$ cat src/rtl/resize_frame_driver_if.sv
// Handshake and memory/filter bus between the resize frame sequencer and its surroundings.
// The master side is the sequencer; the slave side is the frame buffers, filter and requester.
interface resize_frame_driver_if;
  logic        start;
  logic        size;
  logic [31:0] src_addr;
  logic [7:0]  src_data;
  logic        filt_rst;
  logic        filt_load;
  logic        filt_proc;
  logic        filt_size;
  logic [7:0]  filt_pix;
  logic [7:0]  filt_data;
  logic        dst_we;
  logic [31:0] dst_addr;
  logic [7:0]  dst_data;
  logic        busy;
  logic        done;

  modport master (
    input  start, size, src_data, filt_data,
    output src_addr, filt_rst, filt_load, filt_proc, filt_size, filt_pix,
           dst_we, dst_addr, dst_data, busy, done
  );

  modport slave (
    output start, size, src_data, filt_data,
    input  src_addr, filt_rst, filt_load, filt_proc, filt_size, filt_pix,
           dst_we, dst_addr, dst_data, busy, done
  );
endinterface

$ cat src/rtl/resize_frame_driver.sv
// Runs one source frame through the resize filter and writes the filter results to the destination buffer.
// states: IDLE wait start | CLEAR filt_rst | PREFETCH pixel 0 read | LOAD stream pixels | PROCESS capture | DRAIN last write | DONE pulse
module resize_frame_driver #(
  parameter int unsigned DEPTH = 410,
  parameter int unsigned WIDTH = 361
) (
  input logic                   clk,
  input logic                   rst,
  resize_frame_driver_if.master bus
);
  localparam logic [31:0] FRAME    = 32'(DEPTH * WIDTH);
  localparam logic [31:0] OUT_UP   = 32'((2 * DEPTH) * (2 * WIDTH));
  localparam logic [31:0] OUT_DOWN = 32'((DEPTH / 2) * (WIDTH / 2));

  typedef enum logic [2:0] {IDLE, CLEAR, PREFETCH, LOAD, PROCESS, DRAIN, DONE} state_t;

  state_t      state_q;
  logic [31:0] cnt_q;
  logic [31:0] src_addr_q;
  logic [31:0] dst_addr_q;
  logic        size_q;
  logic        filt_rst_q;
  logic        filt_load_q;
  logic        filt_proc_q;
  logic        dst_we_q;
  logic        busy_q;
  logic        done_q;
  logic [31:0] n_out;

  assign n_out = size_q ? OUT_UP : OUT_DOWN;

  always_ff @(posedge clk or posedge rst) begin
    if (rst) begin
      state_q     <= IDLE;
      cnt_q       <= '0;
      src_addr_q  <= '0;
      dst_addr_q  <= '0;
      size_q      <= 1'b0;
      filt_rst_q  <= 1'b0;
      filt_load_q <= 1'b0;
      filt_proc_q <= 1'b0;
      dst_we_q    <= 1'b0;
      busy_q      <= 1'b0;
      done_q      <= 1'b0;
    end else begin
      case (state_q)
        IDLE: begin
          if (bus.start) begin
            state_q    <= CLEAR;
            size_q     <= bus.size;
            busy_q     <= 1'b1;
            filt_rst_q <= 1'b1;
            src_addr_q <= '0;
            cnt_q      <= '0;
          end
        end
        CLEAR: begin
          state_q    <= PREFETCH;
          filt_rst_q <= 1'b0;
        end
        PREFETCH: begin
          state_q     <= LOAD;
          filt_load_q <= 1'b1;
          src_addr_q  <= 32'd1;
        end
        LOAD: begin
          if (cnt_q == FRAME - 32'd1) begin
            filt_load_q <= 1'b0;
            cnt_q       <= '0;
            // a degenerate down-size has nothing to process
            if (n_out == 32'd0) begin
              state_q <= DONE;
              done_q  <= 1'b1;
            end else begin
              state_q     <= PROCESS;
              filt_proc_q <= 1'b1;
            end
          end else begin
            cnt_q      <= cnt_q + 32'd1;
            src_addr_q <= cnt_q + 32'd2;
          end
        end
        PROCESS: begin
          // filter output lags the process strobe by one cycle, so write step j-1 during step j
          dst_we_q   <= 1'b1;
          dst_addr_q <= cnt_q;
          if (cnt_q == n_out - 32'd1) begin
            filt_proc_q <= 1'b0;
            state_q     <= DRAIN;
          end else begin
            cnt_q <= cnt_q + 32'd1;
          end
        end
        DRAIN: begin
          dst_we_q <= 1'b0;
          state_q  <= DONE;
          done_q   <= 1'b1;
        end
        DONE: begin
          done_q  <= 1'b0;
          busy_q  <= 1'b0;
          state_q <= IDLE;
        end
        default: state_q <= IDLE;
      endcase
    end
  end

  // pixel and result buses pass straight through: memory and filter latency already align them with the strobes
  assign bus.filt_pix  = filt_load_q ? bus.src_data : 8'd0;
  assign bus.dst_data  = dst_we_q ? bus.filt_data : 8'd0;
  assign bus.src_addr  = src_addr_q;
  assign bus.dst_addr  = dst_addr_q;
  assign bus.filt_rst  = filt_rst_q;
  assign bus.filt_load = filt_load_q;
  assign bus.filt_proc = filt_proc_q;
  assign bus.filt_size = size_q;
  assign bus.dst_we    = dst_we_q;
  assign bus.busy      = busy_q;
  assign bus.done      = done_q;
endmodule
$ cat src/flat_wrapper.sv
// flat-port wrapper written by rule: the top's interface ports become plain ports
module resize_frame_driver_flat 
#(
  parameter int unsigned DEPTH = 410,
  parameter int unsigned WIDTH = 361
)
  (clk, rst, bus_start, bus_size, bus_src_data, bus_filt_data, bus_src_addr, bus_filt_rst, bus_filt_load, bus_filt_proc, bus_filt_size, bus_filt_pix, bus_dst_we, bus_dst_addr, bus_dst_data, bus_busy, bus_done);
  resize_frame_driver_if bus_i ();
  input logic clk;
  input logic rst;
  input wire logic [$bits(bus_i.start)-1:0] bus_start;
  input wire logic [$bits(bus_i.size)-1:0] bus_size;
  input wire logic [$bits(bus_i.src_data)-1:0] bus_src_data;
  input wire logic [$bits(bus_i.filt_data)-1:0] bus_filt_data;
  output wire logic [$bits(bus_i.src_addr)-1:0] bus_src_addr;
  output wire logic [$bits(bus_i.filt_rst)-1:0] bus_filt_rst;
  output wire logic [$bits(bus_i.filt_load)-1:0] bus_filt_load;
  output wire logic [$bits(bus_i.filt_proc)-1:0] bus_filt_proc;
  output wire logic [$bits(bus_i.filt_size)-1:0] bus_filt_size;
  output wire logic [$bits(bus_i.filt_pix)-1:0] bus_filt_pix;
  output wire logic [$bits(bus_i.dst_we)-1:0] bus_dst_we;
  output wire logic [$bits(bus_i.dst_addr)-1:0] bus_dst_addr;
  output wire logic [$bits(bus_i.dst_data)-1:0] bus_dst_data;
  output wire logic [$bits(bus_i.busy)-1:0] bus_busy;
  output wire logic [$bits(bus_i.done)-1:0] bus_done;
  assign bus_i.start = bus_start;
  assign bus_i.size = bus_size;
  assign bus_i.src_data = bus_src_data;
  assign bus_i.filt_data = bus_filt_data;
  assign bus_src_addr = bus_i.src_addr;
  assign bus_filt_rst = bus_i.filt_rst;
  assign bus_filt_load = bus_i.filt_load;
  assign bus_filt_proc = bus_i.filt_proc;
  assign bus_filt_size = bus_i.filt_size;
  assign bus_filt_pix = bus_i.filt_pix;
  assign bus_dst_we = bus_i.dst_we;
  assign bus_dst_addr = bus_i.dst_addr;
  assign bus_dst_data = bus_i.dst_data;
  assign bus_busy = bus_i.busy;
  assign bus_done = bus_i.done;
  resize_frame_driver #(.DEPTH(DEPTH), .WIDTH(WIDTH)) u_core (.clk(clk), .rst(rst), .bus(bus_i));
endmodule
$ cat config.mk
export PLATFORM = sky130hd
export DESIGN_NAME = resize_frame_driver_flat
export DESIGN_NICKNAME = d
export VERILOG_FILES = /design/src/rtl/resize_frame_driver_if.sv /design/src/rtl/resize_frame_driver.sv /design/src/flat_wrapper.sv
export SDC_FILE = /design/constraint.sdc
export NUM_CORES = 1
export LEC_CHECK = 0
export ABC_AREA = 1
export CAP_MARGIN = 20
export CORE_MARGIN = 4
export CORE_UTILIZATION = 36
export DETAILED_ROUTE_END_ITERATION = 10
export GPL_ROUTABILITY_DRIVEN = 0
export PLACE_DENSITY = 0.65
export SLEW_MARGIN = 20
export SYNTH_ARGS = -nofsm -noshare
export SYNTH_HDL_FRONTEND = slang
export SYNTH_SLANG_ARGS = --single-unit
export TNS_END_PERCENT = 30
$ cat constraint.sdc
create_clock -name clk -period 5.1 [get_ports clk]
set_clock_uncertainty 0.15 [all_clocks]
set_input_delay 1.02 -clock clk [delete_from_list [all_inputs] [get_ports clk]]
set_output_delay 1.02 -clock clk [all_outputs]
set_load 0.1 [all_outputs]
Word level (Yosys, flattened, before mapping)
Index checks and enable logic that the tools add are counted.
Word-level totals
  output and inout bits: 87
  register bits after elaboration: 106
  bits of input ports: 20
  logic and storage cells: 75
Operators by class
  eq/ne operators: 15
  reduce and logical (&&, ||, !) cells: 19
  multiplexer cells: 27
  $add $sub $neg: 3
Operators by type and width (number)
  32-bit case mux with 3 select lines: 2
  32-bit 2-to-1 mux: 4
  32-bit by 1-bit adder with 32-bit output, second input constant: 1
  32-bit by 2-bit adder with 32-bit output, second input constant: 1
  32-bit by 18-bit equality test with 1-bit output, second input constant: 1
  32-bit equality test: 1
  32-bit logical NOT: 1
  32-bit by 1-bit subtractor with 32-bit output, second input constant: 1
  20-bit 2-to-1 mux: 1
  3-bit case mux with 6 select lines: 1
  8-bit 2-to-1 mux: 2
  3-bit AND reduction: 4
  1-bit case mux with 2 select lines: 5
  2-bit nonzero test: 5
  3-bit equality test, second input constant: 3
  3-bit 2-to-1 mux: 3
  3-bit nonzero test: 3
  2-bit inequality test, second input constant: 4
  2-bit AND reduction: 4
  1-bit 2-to-1 mux: 7
  3-bit by 2-bit equality test with 1-bit output, second input constant: 2
  2-bit by 1-bit inequality test with 1-bit output, second input constant: 3
  4-bit AND reduction: 1
  3-bit by 1-bit equality test with 1-bit output, second input constant: 1
  3 further kinds: 3

Depth between registers and ports, before layout
  word-level depth: 5
  depth in mapped cells: 13
  gate-level depth less buffers: 11

Worst setup path before layout
No wires, ideal clock.
  kind: register -> output
  from: reg u_core.dst_we_q (netlist: u_core.bus.dst_we)
  to: out bus_dst_data[0]
  setup slack: 2.051 ns
  data arrival time: 1.879 ns
  stages on the path, launching flop included: 4
  buffers on the path: 1
  required time: 3.930 ns
  path through: dfrtp_1 -> clkbuf_1 -> nand2_1 -> inv_1
Between the ends
  cells in the longest elaborated chain, start to end: 1
RTL lines
  from (decl): RTL line resize_frame_driver.sv:25  | logic dst_we_q;
  from (signal assigned): RTL line resize_frame_driver.sv:42  | dst_we_q <= 1'b0;
  from (signal assigned): RTL line resize_frame_driver.sv:85  | dst_we_q <= 1'b1;
  from (signal assigned): RTL line resize_frame_driver.sv:95  | dst_we_q <= 1'b0;
  8-bit 2-to-1 mux: RTL line resize_frame_driver.sv:111  | assign bus.dst_data = dst_we_q ? bus.filt_data : 8'd0;
  to (decl): RTL line flat_wrapper.sv:23  | output wire logic [$bits(bus_i.dst_data)-1:0] bus_dst_data;
No other way between the ends.

Worst setup path after layout
  from: reg u_core.size_q (netlist: u_core.bus.filt_size)
  to: out bus_filt_size
RTL lines
  from (decl): RTL line resize_frame_driver.sv:21  | logic size_q;
  from (signal assigned): RTL line resize_frame_driver.sv:50  | size_q <= bus.size;
  to (decl): RTL line flat_wrapper.sv:19  | output wire logic [$bits(bus_i.filt_size)-1:0] bus_filt_size;
No word-level cell between the ends.

==> reports/results.ini <==
[outcome]
outcome = complete, no violations

[run]
drv_cap = 0

[synthesis]
syn_area_um2 = 5890
synth_edf_count = 0
synthAdderAreaFrac_pct = 0.637
synth_area_per_cell_um2 = 7.23
synth_top_family_by_area = simple AND/OR/NAND/NOR gates
yosys.area_share.simple_pct = 34.0
synth_flop_cell = dfrtp_1
yosysSeqAreaShare_pct = 45.0
async_reset_ff_share_pct = 100
synth-seq-cells = 106
netlist_instances = 815
synth_warnings = 0
synthesis.nets = 838
synth_cell_types = 30
synth.area.mux_share_pct = 0
synth_compound_area_share_pct = 7.60
synth_xor_area_share_pct = 4.01

[layout]
diodes = 0
final_area_um2 = 7300
synthToLayoutAreaGrowth_pct = 23.9
fin_util_pct = 45.8
final_layout_size_suffix_gt1_share_pct = 6.86
nNetsFinal = 922

[sta]
tns_ns = 0
setup_slack_ns = 1.86
finalCriticalPeriod_ns = 3.24
report.final.hold_viol_count = 0
setup_viol = 0
fin_crit_sh_pct = 63.5
fmax_ghz = 0.309
finalMaxSlewViolations = 0
relSlewSlack_pct = 32.7
rsz0062_at_grt = false
tightestPinTransition_ns = 1.01

[clocking]
cts_buffers = 9
clkLatencyLatePin_ns = 0.36
cts_setup_buffers = 0
cts_max_level = 3
cts-resized-gates = 0
clock_path_buffers = 2
hold_buffers = 0
cts_tree = built
cts-root-buf = clkbuf_16
cts.sinks = 106
clk_pin_slew_ns = 0.07

[floorplanning]
die_w_um = 136
io_pins = 107
core-area_um2 = 15900
initial_utilization_pct = 37.0
rows = 46
fp.dieArea_um2 = 18500
dieHeight_um = 136

[power_and_ir_drop]
p_per_area_nw_per_um2 = 477
peakVddDrop_uv = 470
p_leak_nw = 3.50
p_total_mw = 3.48

[min_path]
hold_class = register to register
min_from = u_core.bus.src_addr[23]
hold_end = u_core.bus.src_addr[23]
hold_depth = 2

[place]
port_buffers = 106
pre_cts_slack_ns = 1.75
placed_cell_area_um2 = 7010
dp_hpwl_um = 12500

[setup_path]
setup.worst_path.class = register to output port
cp_top_family = buffers and inverters
r2r_end = u_core.cnt_q[6]
reg2regPathDepth = 10
critPathCaptureType = output port
crit-reg2reg-launch = u_core.cnt_q[0]
cp_num_buf_inv = 1
crit_slowest_cell = clkdlybuf4s50_1
critPathMaxFanout = 7
required_ns = 3.93
crit_path_max_incr_delay_ns = 1.20
path_cells = clkdlybuf4s50_1
crit_path_start_kind = register
reg2reg_slack_ns = 2.22
crit_start = u_core.bus.filt_size
arrival_ns = 2.07

[route]
wire_per_inst_um = 15.5
routed_via_density = 4.88
first_pass_iters = 6
finalWirelength_um = 17400
drc = 0
vias = 5460
antenna_left = 0
drt_iter0_drc = 390

[grt]
grt_max_degree = 69
grt_overflow = 0
grt_pass1_vias = 5201
grt_usage_pct = 19.3
grt_first_pass_wirelength_um = 27900
antenna_found_initial = 0

state kept, by name (all words and copies together), names as in the netlist:
| register | cells |
|---|---|
| u_core.bus.filt_rst | 1 |
| u_core.bus.busy | 1 |
| u_core.bus.filt_size | 1 |
| u_core.bus.dst_addr | 32 |
| u_core.bus.dst_we | 1 |
| u_core.bus.filt_load | 1 |
| u_core.bus.filt_proc | 1 |
| u_core.state_q | 3 |
| u_core.bus.done | 1 |
| u_core.cnt_q | 32 |
| u_core.bus.src_addr | 32 |
synthesized netlist by cell type (all sizes together), types with 2 or more instances:
cell type / number / area, um2
nor2: 74 / 313
buf: 23 / 158
nand2: 304 / 1160
clkbuf: 13 / 50.0
o211ai: 2 / 15.0
ha: 3 / 37.5
inv: 82 / 308
o21ai: 74 / 370
nor3: 11 / 81.3
a21oi: 11 / 55.1
dfrtp: 106 / 2650
nand4: 8 / 50.1
nand3: 73 / 375
xor2: 26 / 228
metal layers:
| metal | routed length [um] | vias up | global-route usage (%) |
|---|---|---|---|
| met5 | 0 | - | 0 |
| met4 | 298 | 0 | 5.15 |
| met3 | 1600 | 26 | 5.18 |
| met2 | 7430 | 222 | 29.3 |
| met1 | 8050 | 2485 | 27.2 |
| li1 | - | 2727 | - |
power breakdown:
group          total (mW)  switching (mW)  internal (mW)
clock network       0.725           0.317          0.408
registers            1.06           0.104          0.953
logic                1.70            1.39          0.312
stage by stage:
stage | std cells | hold WS [ns]
2_1_floorplan | 815 | 0.353
3_3_place_gp | 1104 | 0.311
3_5_place_dp | 1104 | 0.315
4_1_cts | 1120 | 0.333
5_1_grt | 1120 | 0.353
6_report | 1120 | 0.328
worst max-delay path by stage:
stage,slack (ns),endpoint,depth (start not counted)
after global placement,1.87,u_core.bus.src_addr[16],6
after detailed placement,1.75,u_core.bus.src_addr[15],6
after floorplan,1.14,u_core.bus.busy,1
final,1.86,bus_filt_size,1
after global routing,1.81,bus_filt_load,1
after CTS,1.85,bus_filt_load,1
cells by family (layout without fill, tap and decap cells):
group                    count (synthesis)  in the layout
AND/OR/NAND/NOR                        473            473
buffers and inverters                  118            207
flip-flops                             106            106
AO/OA/AOI/OAI                           88             88
XOR/XNOR                                27             27
adder cells (fa/ha/maj)                  3              3
final cells by class:
type | count | area, um2
inverter | 82 | 310
fill | 1588 | 8640
sequential | 106 | 2650
clock buffer | 14 | 264
tap | 216 | 270
multi-input combinational | 591 | 2730
clock inverter | 2 | 35.0
timing repair buffer | 109 | 1040
cells in the final DEF, fill, tap and decap left out, drive strengths merged:
| master | instances |
|---|---|
| nand2 | 304 |
| dfrtp | 106 |
| clkdlybuf4s50 | 90 |
| inv | 82 |
| nor2 | 74 |
| o21ai | 74 |
| nand3 | 73 |
| xor2 | 26 |
| buf | 19 |
| clkbuf | 14 |
| a21oi | 11 |
| nor3 | 11 |
| nand4 | 8 |
| ha | 3 |
| o211ai | 2 |
| nand3b | 1 |
| and2 | 1 |
| nor3b | 1 |
| a22oi | 1 |
| xnor2 | 1 |
| clkinv | 1 |
| bufinv | 1 |
worst reg2reg max path: stages, from the launching register on:
cell and delay (ns):
dfrtp_1 0.68, ha_1 0.25, inv_1 0.05, nor2_1 0.11, nand2_1 0.08, nor2_2 0.14
nand2_2 0.12, nand2_2 0.27, nand2_1 0.56, o211ai_1 0.29, nand2_1 0.08
Note: power is estimated with default switching activity, not from simulation.
